[src/rtl/mem_sequencer.sv]
// Ping-pong sequencer for a two-block memory: fills blk1 then blk2 from the input stream
// and drains each full block in address order, one block access per cycle.
module mem_sequencer #(
  parameter int WIDTH  = 8,
  parameter int DEPTH  = 16,
  parameter int ADDR_W = $clog2(DEPTH)
) (
  input  logic              clk,
  input  logic              rst,
  input  logic [WIDTH-1:0]  in_data,
  input  logic              in_valid,
  output logic              in_ready,
  output logic [WIDTH-1:0]  out_data,
  output logic              out_last,
  output logic              out_valid,
  input  logic              out_ready,
  output logic [1:0]        memoryena,
  output logic [ADDR_W-1:0] mem_addr,
  output logic [WIDTH-1:0]  mem_wdata,
  input  logic [WIDTH-1:0]  mem_rdata
);

  localparam logic [ADDR_W-1:0] LAST_ADDR = ADDR_W'(DEPTH - 1);

  logic [1:0]        r_full;
  logic              r_wbank;
  logic              r_rbank;
  logic [ADDR_W-1:0] r_waddr;
  logic [ADDR_W-1:0] r_raddr;
  logic              r_rd_pending;
  logic              r_last_pending;
  logic              r_prio;
  logic [WIDTH-1:0]  r_out_data;
  logic              r_out_last;
  logic              r_out_valid;

  logic              w_wr_elig;
  logic              w_rd_elig;
  logic              w_wr_grant;
  logic              w_rd_grant;
  logic              w_contested;
  logic              w_wr_wrap;
  logic              w_rd_wrap;
  logic [1:0]        w_full_next;

  // Grants are gated by rst so the memory sees a harmless idle read while in reset.
  always_comb begin
    w_wr_elig   = !rst && in_valid && !r_full[r_wbank];
    w_rd_elig   = !rst && r_full[r_rbank] && !r_rd_pending && (!r_out_valid || out_ready);
    w_contested = w_wr_elig && w_rd_elig;
    w_rd_grant  = w_rd_elig && (!w_wr_elig || r_prio);
    w_wr_grant  = w_wr_elig && !w_rd_grant;
    w_wr_wrap   = (r_waddr == LAST_ADDR);
    w_rd_wrap   = (r_raddr == LAST_ADDR);
    in_ready    = !rst && !r_full[r_wbank] && !w_rd_grant;

    memoryena = 2'b00;
    mem_addr  = '0;
    mem_wdata = '0;
    if (w_wr_grant) begin
      memoryena = {r_wbank, 1'b1};
      mem_addr  = r_waddr;
      mem_wdata = in_data;
    end else if (w_rd_grant) begin
      memoryena = {r_rbank, 1'b0};
      mem_addr  = r_raddr;
    end
  end

  // A bank is marked full by its last write and freed as soon as its last read issues.
  genvar gi;
  generate
    for (gi = 0; gi < 2; gi++) begin : g_full
      assign w_full_next[gi] =
        (w_wr_grant && w_wr_wrap && (r_wbank == 1'(gi))) ? 1'b1 :
        (w_rd_grant && w_rd_wrap && (r_rbank == 1'(gi))) ? 1'b0 :
        r_full[gi];
    end
  endgenerate

  always_ff @(posedge clk) begin
    if (rst) begin
      r_full         <= 2'b00;
      r_wbank        <= 1'b0;
      r_rbank        <= 1'b0;
      r_waddr        <= '0;
      r_raddr        <= '0;
      r_rd_pending   <= 1'b0;
      r_last_pending <= 1'b0;
      r_prio         <= 1'b0;
      r_out_data     <= '0;
      r_out_last     <= 1'b0;
      r_out_valid    <= 1'b0;
    end else begin
      r_full       <= w_full_next;
      r_rd_pending <= w_rd_grant;
      if (w_contested) begin
        r_prio <= ~r_prio;
      end
      if (w_wr_grant) begin
        r_waddr <= w_wr_wrap ? '0 : r_waddr + 1'b1;
        if (w_wr_wrap) begin
          r_wbank <= ~r_wbank;
        end
      end
      if (w_rd_grant) begin
        r_raddr        <= w_rd_wrap ? '0 : r_raddr + 1'b1;
        r_last_pending <= w_rd_wrap;
        if (w_rd_wrap) begin
          r_rbank <= ~r_rbank;
        end
      end
      // Capture wins over the handshake clear so a back-to-back word is never lost.
      if (r_rd_pending) begin
        r_out_data  <= mem_rdata;
        r_out_last  <= r_last_pending;
        r_out_valid <= 1'b1;
      end else if (r_out_valid && out_ready) begin
        r_out_valid <= 1'b0;
      end
    end
  end

  assign out_data  = r_out_data;
  assign out_last  = r_out_last;
  assign out_valid = r_out_valid;

endmodule

[config.mk]
export PLATFORM = sky130hd
export DESIGN_NAME = mem_sequencer
export DESIGN_NICKNAME = d
export VERILOG_FILES = /design/src/rtl/mem_sequencer.sv
export SDC_FILE = /design/constraint.sdc
export NUM_CORES = 1
export LEC_CHECK = 0
export BUFFER_PORTS_ARGS = -buffer_cell sky130_fd_sc_hd__buf_4
export CAP_MARGIN = 20
export CORE_MARGIN = 3
export CORE_UTILIZATION = 43
export DETAILED_ROUTE_END_ITERATION = 6
export PLACE_DENSITY = 0.74
export SYNTH_ARGS = -nofsm -noshare
export SYNTH_HDL_FRONTEND = slang
export SYNTH_SLANG_ARGS = --single-unit
export TNS_END_PERCENT = 10
[constraint.sdc]
create_clock -name clk -period 2.62 [get_ports clk]
set_input_delay 0.786 -clock clk [delete_from_list [all_inputs] [get_ports clk]]
set_output_delay 0.786 -clock clk [all_outputs]
set_load 0.02 [all_outputs]
Word level (Yosys, flattened, before mapping):

Cells that the tools add are included.

* add/subtract/negate cells: 2
* magnitude comparators: 2
* equality and inequality tests: 2
* muxes and demuxes: 17
* bitwise operators: 3
* reductions and logical operators: 30

Operators by type and width (number)
* $logic_and 1x1->1: 17
* $mux 4: 4
* $mux 1: 10
* $add 4x1->4 const B: 2
* $eq 4x4->1 const B: 2
* $mux 8: 1
* $logic_not 1->1: 6
* $reduce_bool 2->1: 3
* $lt 1x2->1 const B: 2
* $mux 2: 2
* $reduce_and 2->1: 2
* $not 1->1: 3
* $logic_or 1x1->1: 2

* register bits: 25
* word-level logic and storage cells: 68

Depth between registers and ports, before layout:

Gate-level depths: netlist of run 1.

* depth in word-level cells: 12
* gate-level depth with buffers: 6

Least setup slack after synthesis of run 1:

OpenSTA, ideal clock, no wires.

* kind: input port to output port
* start: input out_ready
* end: output mem_addr[0]
* data arrival time: 2.008 ns
* required time: 1.834 ns
* slack: -0.174 ns
* stages: 5
* path buffers: 1
* cells stage by stage: nor2b_1 > or4_4 > buf_2 > nor2_1 > a22o_1

* word-level cells in the longest chain between the ends: 6
* elaborated cells between the ends (all ways): 7
* those cells by class: 2 x mux; 5 x reduce/logical

Ends and longest elaborated chain
* start, declared: RTL line 16 `input logic out_ready,`
* $logic_or 1x1->1 (*): RTL line 49 `w_rd_elig = !rst && r_full[r_rbank] && !r_rd_pending && (!r_out_valid || out_ready);`
* $logic_and 1x1->1 (*): RTL line 49
* $logic_and 1x1->1 (*): RTL line 51 `w_rd_grant = w_rd_elig && (!w_wr_elig || r_prio);`
* $logic_not 1->1: RTL line 52 `w_wr_grant = w_wr_elig && !w_rd_grant;`
* $logic_and 1x1->1: RTL line 52
* $mux 4 (*): RTL line 60 `if (w_wr_grant) begin`
* end, declared: RTL line 18 `output logic [ADDR_W-1:0] mem_addr,`

Mark *: on every way between the ends. The rest lies on a longest branch, timed or not.

Worst setup path in the final report of run 1:

* start: input rst
* end: output mem_addr[2]

* word-level cells in the longest chain between the ends: 9
* elaborated cells between the ends (all ways): 13
* those cells by class: 2 x mux; 11 x reduce/logical

Ends and longest elaborated chain
* start, declared: RTL line 9 `input logic rst,`
* $logic_not 1->1 (*): RTL line 48, 49
* $logic_and 1x1->1 (2 in series): RTL line 48 `w_wr_elig = !rst && in_valid && !r_full[r_wbank];`
* $logic_not 1->1: RTL line 51
* $logic_or 1x1->1: RTL line 51
* $logic_and 1x1->1: RTL line 51
* $logic_not 1->1: RTL line 52
* $logic_and 1x1->1: RTL line 52
* $mux 4 (*): RTL line 60

Marks and branches as above.

==> flow_metrics.tcl, run 1 <==
set metrics [dict create \
    diodes 0 \
    fin_crit_sh_pct 106 \
    yosysWarnings 0 \
    arrival_ns 1.98 \
    multi_input_area_um2 746 \
    grt_overflow 0 \
    slowest_delay_ns 0.49 \
    fin_cells 226 \
    clk-insertion-delay-late_ns 0.32 \
    path_cells "buf_8 -> nor2_2 -> or4b_4 -> nand2_4 -> inv_6 -> a22o_4 -> buf_6" \
    numCtsBuffers 3 \
    path_buf_inv 3 \
    ys_seq_area_share_pct 41.5 \
    cts_tree "yes" \
    gr-usage-all-layers_pct 19.6 \
    clock-sinks 25 \
    die_h_um 59.0 \
    required_ns 1.83 \
    mostFrequentLayoutCell "buf_4" \
    drt-total-wl_um 3310 \
    dr.pass1.iters 4 \
    synthToLayoutAreaGrowth_pct 54.5 \
    reg2reg_to "r_raddr[3]" \
    met1_usage_pct 23.3 \
    final_cell_mix "buf_4 (51), dfxtp_1 (25), nor2_1 (12)" \
    htreeDepth 1 \
    cts_hold_buf 0 \
    cts_root_buf "clkbuf_4" \
    regToRegStartpoint "r_full[0]" \
    grt_pass1_vias 1206 \
    rsz0062_at_grt "yes" \
    viasPerCell 5.55 \
    critPathLaunchType "primary input" \
    worst-setup-path-type "in -> out" \
    gp_congestion 0.796 \
    post-route-util_pct 72.6 \
    p_per_area_nw_per_um2 364 \
    setup_slack_ns -0.151 \
    fin_nets 219 \
    wire_per_inst_um 14.7 \
    fin_crit_ns 2.77 \
    hold_depth 2 \
    rows 18 \
    placed_cells 220 \
    ff2ff_path_depth 6 \
    regArea_um2 500 \
    slew_headroom_pct 47.8 \
    holdPathEnd "r_last_pending" \
    synth_edf_count 0 \
    grt_first_pass_wirelength_um 5280 \
    synth_area_um2 1210 \
    clk_pin_slew_ns 0.14 \
    syn_nets 161 \
    synthCells 139 \
    peakVddDrop_v 0.000295 \
    crit_slowest_cell "or4b_4" \
    die_w_um 59.0 \
    max_slew.worst_pin.slew_ns 0.776 \
    cp_max_fo 6 \
    cap_violations 0 \
    async_flop_share_pct 0 \
    core_area_um2 2570 \
    finalHoldViolations 0 \
    die_area_um2 3480 \
    gr-usage-met3_pct 3.07 \
    grt_max_degree 16 \
    antenna_found_initial 0 \
    top_usage_layer "met2" \
    drive_above_1_share_pct 44.4 \
    status "finished with violations" \
    avgSynthCellArea_um2 8.68 \
    start_util_pct 47.0 \
    synth.distinct_cells 32 \
    cp-end-kind "primary output" \
    r2r_slack_ns 0.60 \
    slew_violations 0 \
    critPathLaunch "rst" \
    yosys_most_used_dff "dfxtp_1" \
    p_leak_uw 0.000819 \
    violations "setup timing" \
    hold_ws_ns 0.491 \
    post-route-drc-count 0 \
    yosys_register_bits 25 \
    fillCellCount 190 \
    vias 1254 \
    hold_start "r_last_pending" \
    hp-class "reg -> reg" \
    drtAntennaViolNets 0 \
    setup_viol 15 \
    cts_buffer_depth 2 \
    portBuffers 44 \
    fin_worst_skew_ns 0.00521 \
    fmax_mhz 361 \
    io_pins 45 \
    dp_hpwl_um 2470 \
    gr-usage-met2_pct 36.0 \
    drt_iter0_markers 26 \
    critPathTopFamily "simple AND/OR/NAND/NOR gates" \
]
[per-layer routing]
metal  up-vias  wire, um
li1        620         -
met4         0        14
met3         2       150
met2        31      1760
met5         -         0
met1       601      1390
[registers in the layout, indices dropped and copies added (netlist names)]
| register | flops |
|---|---|
| out_data | 8 |
| out_last | 1 |
| out_valid | 1 |
| r_full | 2 |
| r_last_pending | 1 |
| r_prio | 1 |
| r_raddr | 4 |
| r_rbank | 1 |
| r_rd_pending | 1 |
| r_waddr | 4 |
| r_wbank | 1 |
[per-stage QoR]
step,setup WS (ns),power [uW],cell area [um^2],setup TNS [ns]
6_report,-0.151,677,1860,-1.56
5_1_grt,-0.177,706,1860,-1.96
4_1_cts,-0.143,675,1830,-1.68
3_5_place_dp,-0.229,492,1720,-2.78
3_3_place_gp,-0.226,490,1720,-2.73
2_1_floorplan,-0.0678,440,1270,-0.707
[what timing repair did]
action,4_1_cts,5_1_grt
pin swaps,12,4
setup endpoints to repair,15,15
resized for setup,20,5
buffers inserted,1,1
[cells by family after synthesis]
logic type / synth area share [%]
AOI/OAI and AO/OA: 17.4
adders and majority gates: 2.07
buffers and inverters: 5.39
DFF: 41.5
muxes: 9.96
and+or+nand+nor: 23.7
[cells in the mapped netlist (2+ instances only)]
library cell   n  area [um^2]
a21oi_1        8         40.0
a22o_1         5         43.8
a31o_2         2         17.5
and2_1         2         12.5
and3_1        10         62.6
buf_1          2         7.51
clkbuf_1       6         22.5
dfxtp_1       25          500
ha_1           2         25.0
inv_1          5         18.8
mux2i_1       12          120
nand2_1        9         33.8
nand3_1        8         40.0
nor2_1        14         52.6
nor2b_1        2         12.5
nor4_1         2         12.5
o21ai_0        7         35.0
o311ai_0       2         17.5
o41ai_1        2         17.5
or4_1          2         15.0
[report_power, final]
| part | switching [uW] | internal (uW) |
|---|---|---|
| combinational | 46.8 | 60.2 |
| sequential | 5.97 | 384 |
| clock | 122 | 58.2 |
[final cells by class]
| cell class | instances | share of cell area [%] |
|---|---|---|
| Multi-Input combinational cell | 98 | 40.0 |
| Sequential cell | 25 | 26.9 |
| Tap cell | 30 | 2.01 |
| Clock buffer | 3 | 1.21 |
| Timing Repair Buffer | 63 | 28.0 |
| Clock inverter | 1 | 0.403 |
| Inverter | 6 | 1.48 |
[worst reg2reg max path: cells and delay by family (launching register included)]
kind / cells / cell delay [ns]
mux: 1 / 0.13
compound gates: 1 / 0.14
flops: 1 / 0.40
buf+inv: 2 / 0.31
simple gates: 2 / 0.99
[how the worst max path moves through the flow]
stage                         endpoint  cells after the start  slack [ns]
after detailed placement   mem_addr[3]                      7       -0.23
after floorplan            mem_addr[0]                      6       -0.07
final                      mem_addr[2]                      7       -0.15
after global placement    memoryena[1]                      7       -0.23
after global routing       mem_addr[2]                      7       -0.18
after CTS                  mem_addr[3]                      7       -0.14
Note: power is estimated with default switching activity, not from simulation.
==> run 2: changes to the inputs <==
--- a/config.mk
+++ b/config.mk
@@ -11,6 +11,7 @@
 export CORE_UTILIZATION = 43
 export DETAILED_ROUTE_END_ITERATION = 6
 export PLACE_DENSITY = 0.74
+export SKIP_CTS_REPAIR_TIMING = 1
 export SYNTH_ARGS = -nofsm -noshare
 export SYNTH_HDL_FRONTEND = slang
 export SYNTH_SLANG_ARGS = --single-unit
==> constraint.sdc (replaced) <==
create_clock -name clk -period 2.5 [get_ports clk]
set_input_delay 0.75 -clock clk [delete_from_list [all_inputs] [get_ports clk]]
set_output_delay 0.75 -clock clk [all_outputs]
set_load 0.02 [all_outputs]
==> run 2 against run 1 <==
Net effect: the flow still finishes with violations (setup timing); cell count did not move; cell area fell by 0.94%; combinational power barely moved; clock skew rose by 0.00081 ns; global-route usage fell by 0.082 points; largest cell class unchanged.
==> flow_metrics.tcl, run 2 (synthesis results as in run 1) <==
set metrics [dict create \
    numCtsBuffers 3 \
    viasPerCell 5.55 \
    status "finished with violations" \
    dr.pass1.iters 4 \
    mostFrequentLayoutCell "buf_4" \
    slew_headroom_pct 74.9 \
    top_layer "met4" \
    final_cell_mix "buf_4 (54), dfxtp_1 (23), nor2_1 (12)" \
    start_util_pct 47.0 \
    violations "setup timing" \
    setup_viol 15 \
    clk-insertion-delay-late_ns 0.32 \
    vias 1254 \
    rsz0062_at_grt "yes" \
    dp_hpwl_um 2500 \
    cp-end-kind "primary output" \
    drt-total-wl_um 3320 \
    p_per_area_nw_per_um2 382 \
    cts_buffer_depth 2 \
    hp-class "reg -> reg" \
    rows 18 \
    grt_overflow 0 \
    clk_pin_slew_ns 0.14 \
    crit_slowest_cell "or4b_4" \
    path_cells "buf_8 -> nor2_4 -> or4b_4 -> nand2_4 -> inv_6 -> a22o_4 -> buf_6" \
    placed_cells 221 \
    multi_input_area_um2 737 \
    io_pins 45 \
    met3_length_um 202 \
    drtAntennaViolNets 0 \
    die_area_um2 3480 \
    fmax_mhz 374 \
    grt_first_pass_wirelength_um 5280 \
    cap_violations 0 \
    cp_max_fo 6 \
    grt_pass1_vias 1184 \
    arrival_ns 1.93 \
    antenna_found_initial 0 \
    fin_crit_ns 2.68 \
    max_slew.worst_pin.slew_ns 0.373 \
    regArea_um2 503 \
    fillCellCount 223 \
    core_area_um2 2570 \
    finalSetupTns_ns -2.32 \
    fin_cells 226 \
    die_h_um 59.0 \
    cts_tree "yes" \
    fin_nets 219 \
    worst-setup-path-type "in -> out" \
    drt_iter0_markers 30 \
    cts_root_buf "clkbuf_4" \
    synthToLayoutAreaGrowth_pct 53.0 \
    wire_per_inst_um 14.7 \
    post-route-drc-count 0 \
    p_total_uw 705 \
    largest_reg_flops 8 \
    required_ns 1.75 \
    drive_above_1_share_pct 44.4 \
    critPathLaunchType "primary input" \
    fin_worst_skew_ns 0.00602 \
    peakVddDrop_v 0.000290 \
    htreeDepth 1 \
    grt_max_degree 16 \
    gr-usage-all-layers_pct 19.5 \
    clock-sinks 25 \
    gp_congestion 0.798 \
    dr_wl_met2_um 1770 \
    p_leak_uw 0.000819 \
    portBuffers 44 \
    slowest_delay_ns 0.49 \
    finalHoldViolations 0 \
    post-route-util_pct 71.9 \
    drt-met1-wl_um 1330 \
    fin_crit_sh_pct 107 \
    diodes 0 \
    slew_violations 0 \
    die_w_um 59.0 \
    setup_slack_ns -0.175 \
]
-- run 2: cell counts in the layout (fill, tap and decap cells not counted) --
No cell type changed its count.
-- run 2: worst paths after layout --
kind               endpoint  cells past startpoint            from  slack (ns)
max             mem_addr[2]                      7             rst       -0.18
min          r_last_pending                      2  r_last_pending        0.49
max reg2reg      r_raddr[3]                      5         r_rbank        0.63
min reg2reg  r_last_pending                      2  r_last_pending        0.49
-- run 2: worst max-delay path, delay by kind of cell --
kind	cells	cell delay [ns]
compound gates	1	0.24
buf+inv	3	0.29
simple gates	3	0.65
-- run 2: cell type report --
class	instances	area share, %
Clock buffer	3	1.22
Clock inverter	1	0.407
Inverter	6	1.49
Multi-Input combinational cell	98	39.9
Sequential cell	25	27.3
Tap cell	30	2.03
Timing Repair Buffer	63	27.7
-- run 2: metal layers --
layer  global-route usage (%)  vias up
met5                        0        -
met4                     4.85        0
met3                     2.19        2
met2                     36.3       46
met1                     23.6      582
li1                         -      624
-- run 2: through the flow --
step                hold WS, ns  setup WS [ns]  instance area, um^2
floorplan                 0.454         -0.116                 1270
global placement          0.471         -0.274                 1730
detailed placement        0.470         -0.288                 1730
CTS                       0.489         -0.301                 1760
global route              0.544         -0.215                 1850
finish                    0.489         -0.175                 1850
-- run 2: power breakdown --
group	leakage (uW)	switching [uW]	internal, uW
Combinational	0.000602	47.7	60.2
Sequential	0.000203	6.52	402
Clock	0.0000139	128	61.0
==> run 3: changes to the inputs <==
--- a/config.mk
+++ b/config.mk
@@ -5,12 +5,14 @@
 export SDC_FILE = /design/constraint.sdc
 export NUM_CORES = 1
 export LEC_CHECK = 0
+export ABC_AREA = 1
 export BUFFER_PORTS_ARGS = -buffer_cell sky130_fd_sc_hd__buf_4
 export CAP_MARGIN = 20
 export CORE_MARGIN = 3
-export CORE_UTILIZATION = 43
+export CORE_UTILIZATION = 44
 export DETAILED_ROUTE_END_ITERATION = 6
-export PLACE_DENSITY = 0.74
+export MAX_ROUTING_LAYER = met4
+export PLACE_DENSITY = 0.75
 export SKIP_CTS_REPAIR_TIMING = 1
 export SYNTH_ARGS = -nofsm -noshare
 export SYNTH_HDL_FRONTEND = slang
==> run 3 against run 2 <==
Net effect: the flow now finishes without violations; cell count rose by 14%; flip-flop and latch count did not move; utilization fell by 3.0 points; via count rose by 5.4%; cell area fell by 2.5%; critical path type unchanged; largest cell class unchanged; highest routed layer unchanged.
==> flow_metrics.tcl, run 3 <==
set metrics [dict create \
    post-route-util_pct 68.9 \
    reg2reg_to "r_waddr[1]" \
    grt_max_degree 16 \
    numCtsBuffers 3 \
    drt_iter0_markers 37 \
    drive_above_1_share_pct 42.5 \
    hold_depth 2 \
    seq_power_share_pct 58.8 \
    largest_reg_flops 8 \
    synth_edf_count 0 \
    die_area_um2 3600 \
    async_flop_share_pct 0 \
    grt_pass1_vias 1291 \
    synth_top_area_cell "dfxtp_1" \
    avgSynthCellArea_um2 7.46 \
    antenna_found_initial 0 \
    cp-end-kind "primary output" \
    r2r_slack_ns 0.95 \
    cts_root_buf "clkbuf_4" \
    hold_start "r_last_pending" \
    mostFrequentLayoutCell "buf_4" \
    grt_overflow 0 \
    synthAdderAreaFrac_pct 1.95 \
    clock-sinks 25 \
    cts_tree "yes" \
    yosysWarnings 0 \
    syn_nets 194 \
    rows 18 \
    finalHoldViolations 0 \
    multi_input_area_um2 662 \
    synthTopCellsByArea "dfxtp_1 (39%), nor2_1 (10%), o21ai_0 (6.6%), nand2_1 (6.1%), inv_1 (5.9%)" \
    setup_viol 0 \
    slew_headroom_pct 78.7 \
    synth-compound-area-share_pct 14.1 \
    vias 1322 \
    p_per_area_nw_per_um2 381 \
    synth-simple-area-share_pct 31.4 \
    finalSetupTns_ns 0 \
    core_area_um2 2610 \
    max_slew.worst_pin.slew_ns 0.318 \
    dr.pass1.iters 4 \
    synthToLayoutAreaGrowth_pct 40.3 \
    preCtsSetupSlack_ns -0.0324 \
    fillCellCount 228 \
    cts_buffer_depth 2 \
    p_leak_uw 0.000825 \
    ys_seq_area_share_pct 39.0 \
    p_total_uw 686 \
    clk-insertion-delay-late_ns 0.31 \
    synth_top_area_share_pct 39.0 \
    cp_max_fo 9 \
    synth_top_family_by_area "simple AND/OR/NAND/NOR gates" \
    drtAntennaViolNets 0 \
    diodes 0 \
    status "complete, no violations" \
    post-route-drc-count 0 \
    regArea_um2 503 \
    synthXorXnorAreaFrac_pct 1.37 \
    sw_frac_of_total_pct 24.7 \
    synthCells 172 \
    critPathLaunchType "primary input" \
    pwr-share-comb_pct 15.2 \
    synth_area_um2 1280 \
    dp_hpwl_um 2470 \
    holdPathEnd "r_last_pending" \
    viasPerCell 5.12 \
    wire_per_inst_um 12.6 \
    yosys_register_bits 25 \
    regToRegStartpoint "r_wbank" \
    gr-usage-all-layers_pct 19.8 \
    setup_slack_ns 0.0114 \
    peakVddDrop_v 0.000322 \
    synthMuxAreaShare_pct 0 \
    fin_worst_skew_ns 0.00609 \
    arrival_ns 1.74 \
    cap_violations 0 \
    hp-class "reg -> reg" \
    clk_pin_slew_ns 0.13 \
    worst-setup-path-type "in -> out" \
    drt-total-wl_um 3260 \
    ff2ff_path_depth 9 \
    grt_first_pass_wirelength_um 5320 \
    p_switching_uw 170 \
    yosys_most_used_dff "dfxtp_1" \
    gp_congestion 0.898 \
    portBuffers 44 \
    fin_nets 251 \
    synth_common_cells "nor2_1 (34), dfxtp_1 (25), nand2_1 (21), inv_1 (20), o21ai_0 (17)" \
    slew_violations 0 \
    rsz0062_at_grt "yes" \
    fin_crit_sh_pct 99.5 \
    synth.most_common_cell "nor2_1" \
    clock_power_share_pct 26.0 \
    required_ns 1.75 \
    design_area_um2 1800 \
    fin_crit_ns 2.49 \
    intPower_uw 516 \
    io_pins 45 \
    htreeDepth 1 \
    placed_cell_area_um2 1690 \
    synth.distinct_cells 28 \
    start_util_pct 49.1 \
    final_cell_mix "buf_4 (55), nor2_1 (29), dfxtp_1 (23)" \
    die_w_um 60.0 \
    die_h_um 60.0 \
    fmax_mhz 402 \
]
[run 3: cell count changes after synthesis, sizes merged, moves of 10 or more]
cell	before	now
o21ai	7	18
inv	6	24
mux2i	12	0
nand2	9	27
nor2	14	39
and3	10	0
[run 3: worst max-delay path, cell delays in order]
cell and delay (ns):
buf_4 0.13, nor2_2 0.11, nand4_2 0.13, nand2_4 0.12, nand2_4 0.09, buf_12 0.16
nor2_1 0.09, buf_4 0.15
[run 3: worst max-delay path by stage]
stage / depth (start not counted) / slack (ns) / end / start
detailed placement: 8 / -0.03 / mem_wdata[7] / rst
floorplan: 7 / -0.13 / mem_addr[0] / rst
CTS: 8 / -0.03 / mem_wdata[7] / rst
finish: 8 / 0.01 / mem_wdata[0] / rst
global route: 8 / -0.06 / mem_wdata[0] / r_wbank
global placement: 8 / 0.02 / mem_wdata[5] / rst
[run 3: through the flow]
stage	hold slack [ns]	instances
after floorplan	0.451	172
after global placement	0.461	250
after detailed placement	0.469	250
after CTS	0.491	254
after global routing	0.514	258
final	0.487	258
[run 3: layout make-up]
cell class	count	share of cell area, %
multi-input cells	115	36.8
well taps	30	2.09
clock buffers	4	1.46
repair buffers	59	25.9
inverters	25	5.77
flip-flops and latches	25	28.0
[run 3: kinds of logic (layout without fill, tap and decap cells)]
logic type / Yosys count / in the layout
AOI/OAI and AO/OA: 31 / 31
xor gates and xnor gates: 2 / 2
adders and majority gates: 2 / 2
buffers and inverters: 32 / 88
DFF: 25 / 25
and+or+nand+nor: 80 / 80
[run 3: power by group through the flow]
stage / Combinational (uW) / Clock, uW / Sequential (uW)
after global routing: 112 / 200 / 405
after CTS: 95.2 / 180 / 404
after floorplan: 48.4 / 0 / 412
final: 104 / 178 / 404
after detailed placement: 95.1 / 0 / 412
after global placement: 92.0 / 0 / 412
[run 3: per-layer routing]
layer	GRT usage, %	vias up	wire [um]
li1	-	656	-
met1	21.0	621	1330
met2	36.6	41	1710
met3	2.81	4	178
met4	7.28	0	40
met5	-	-	0
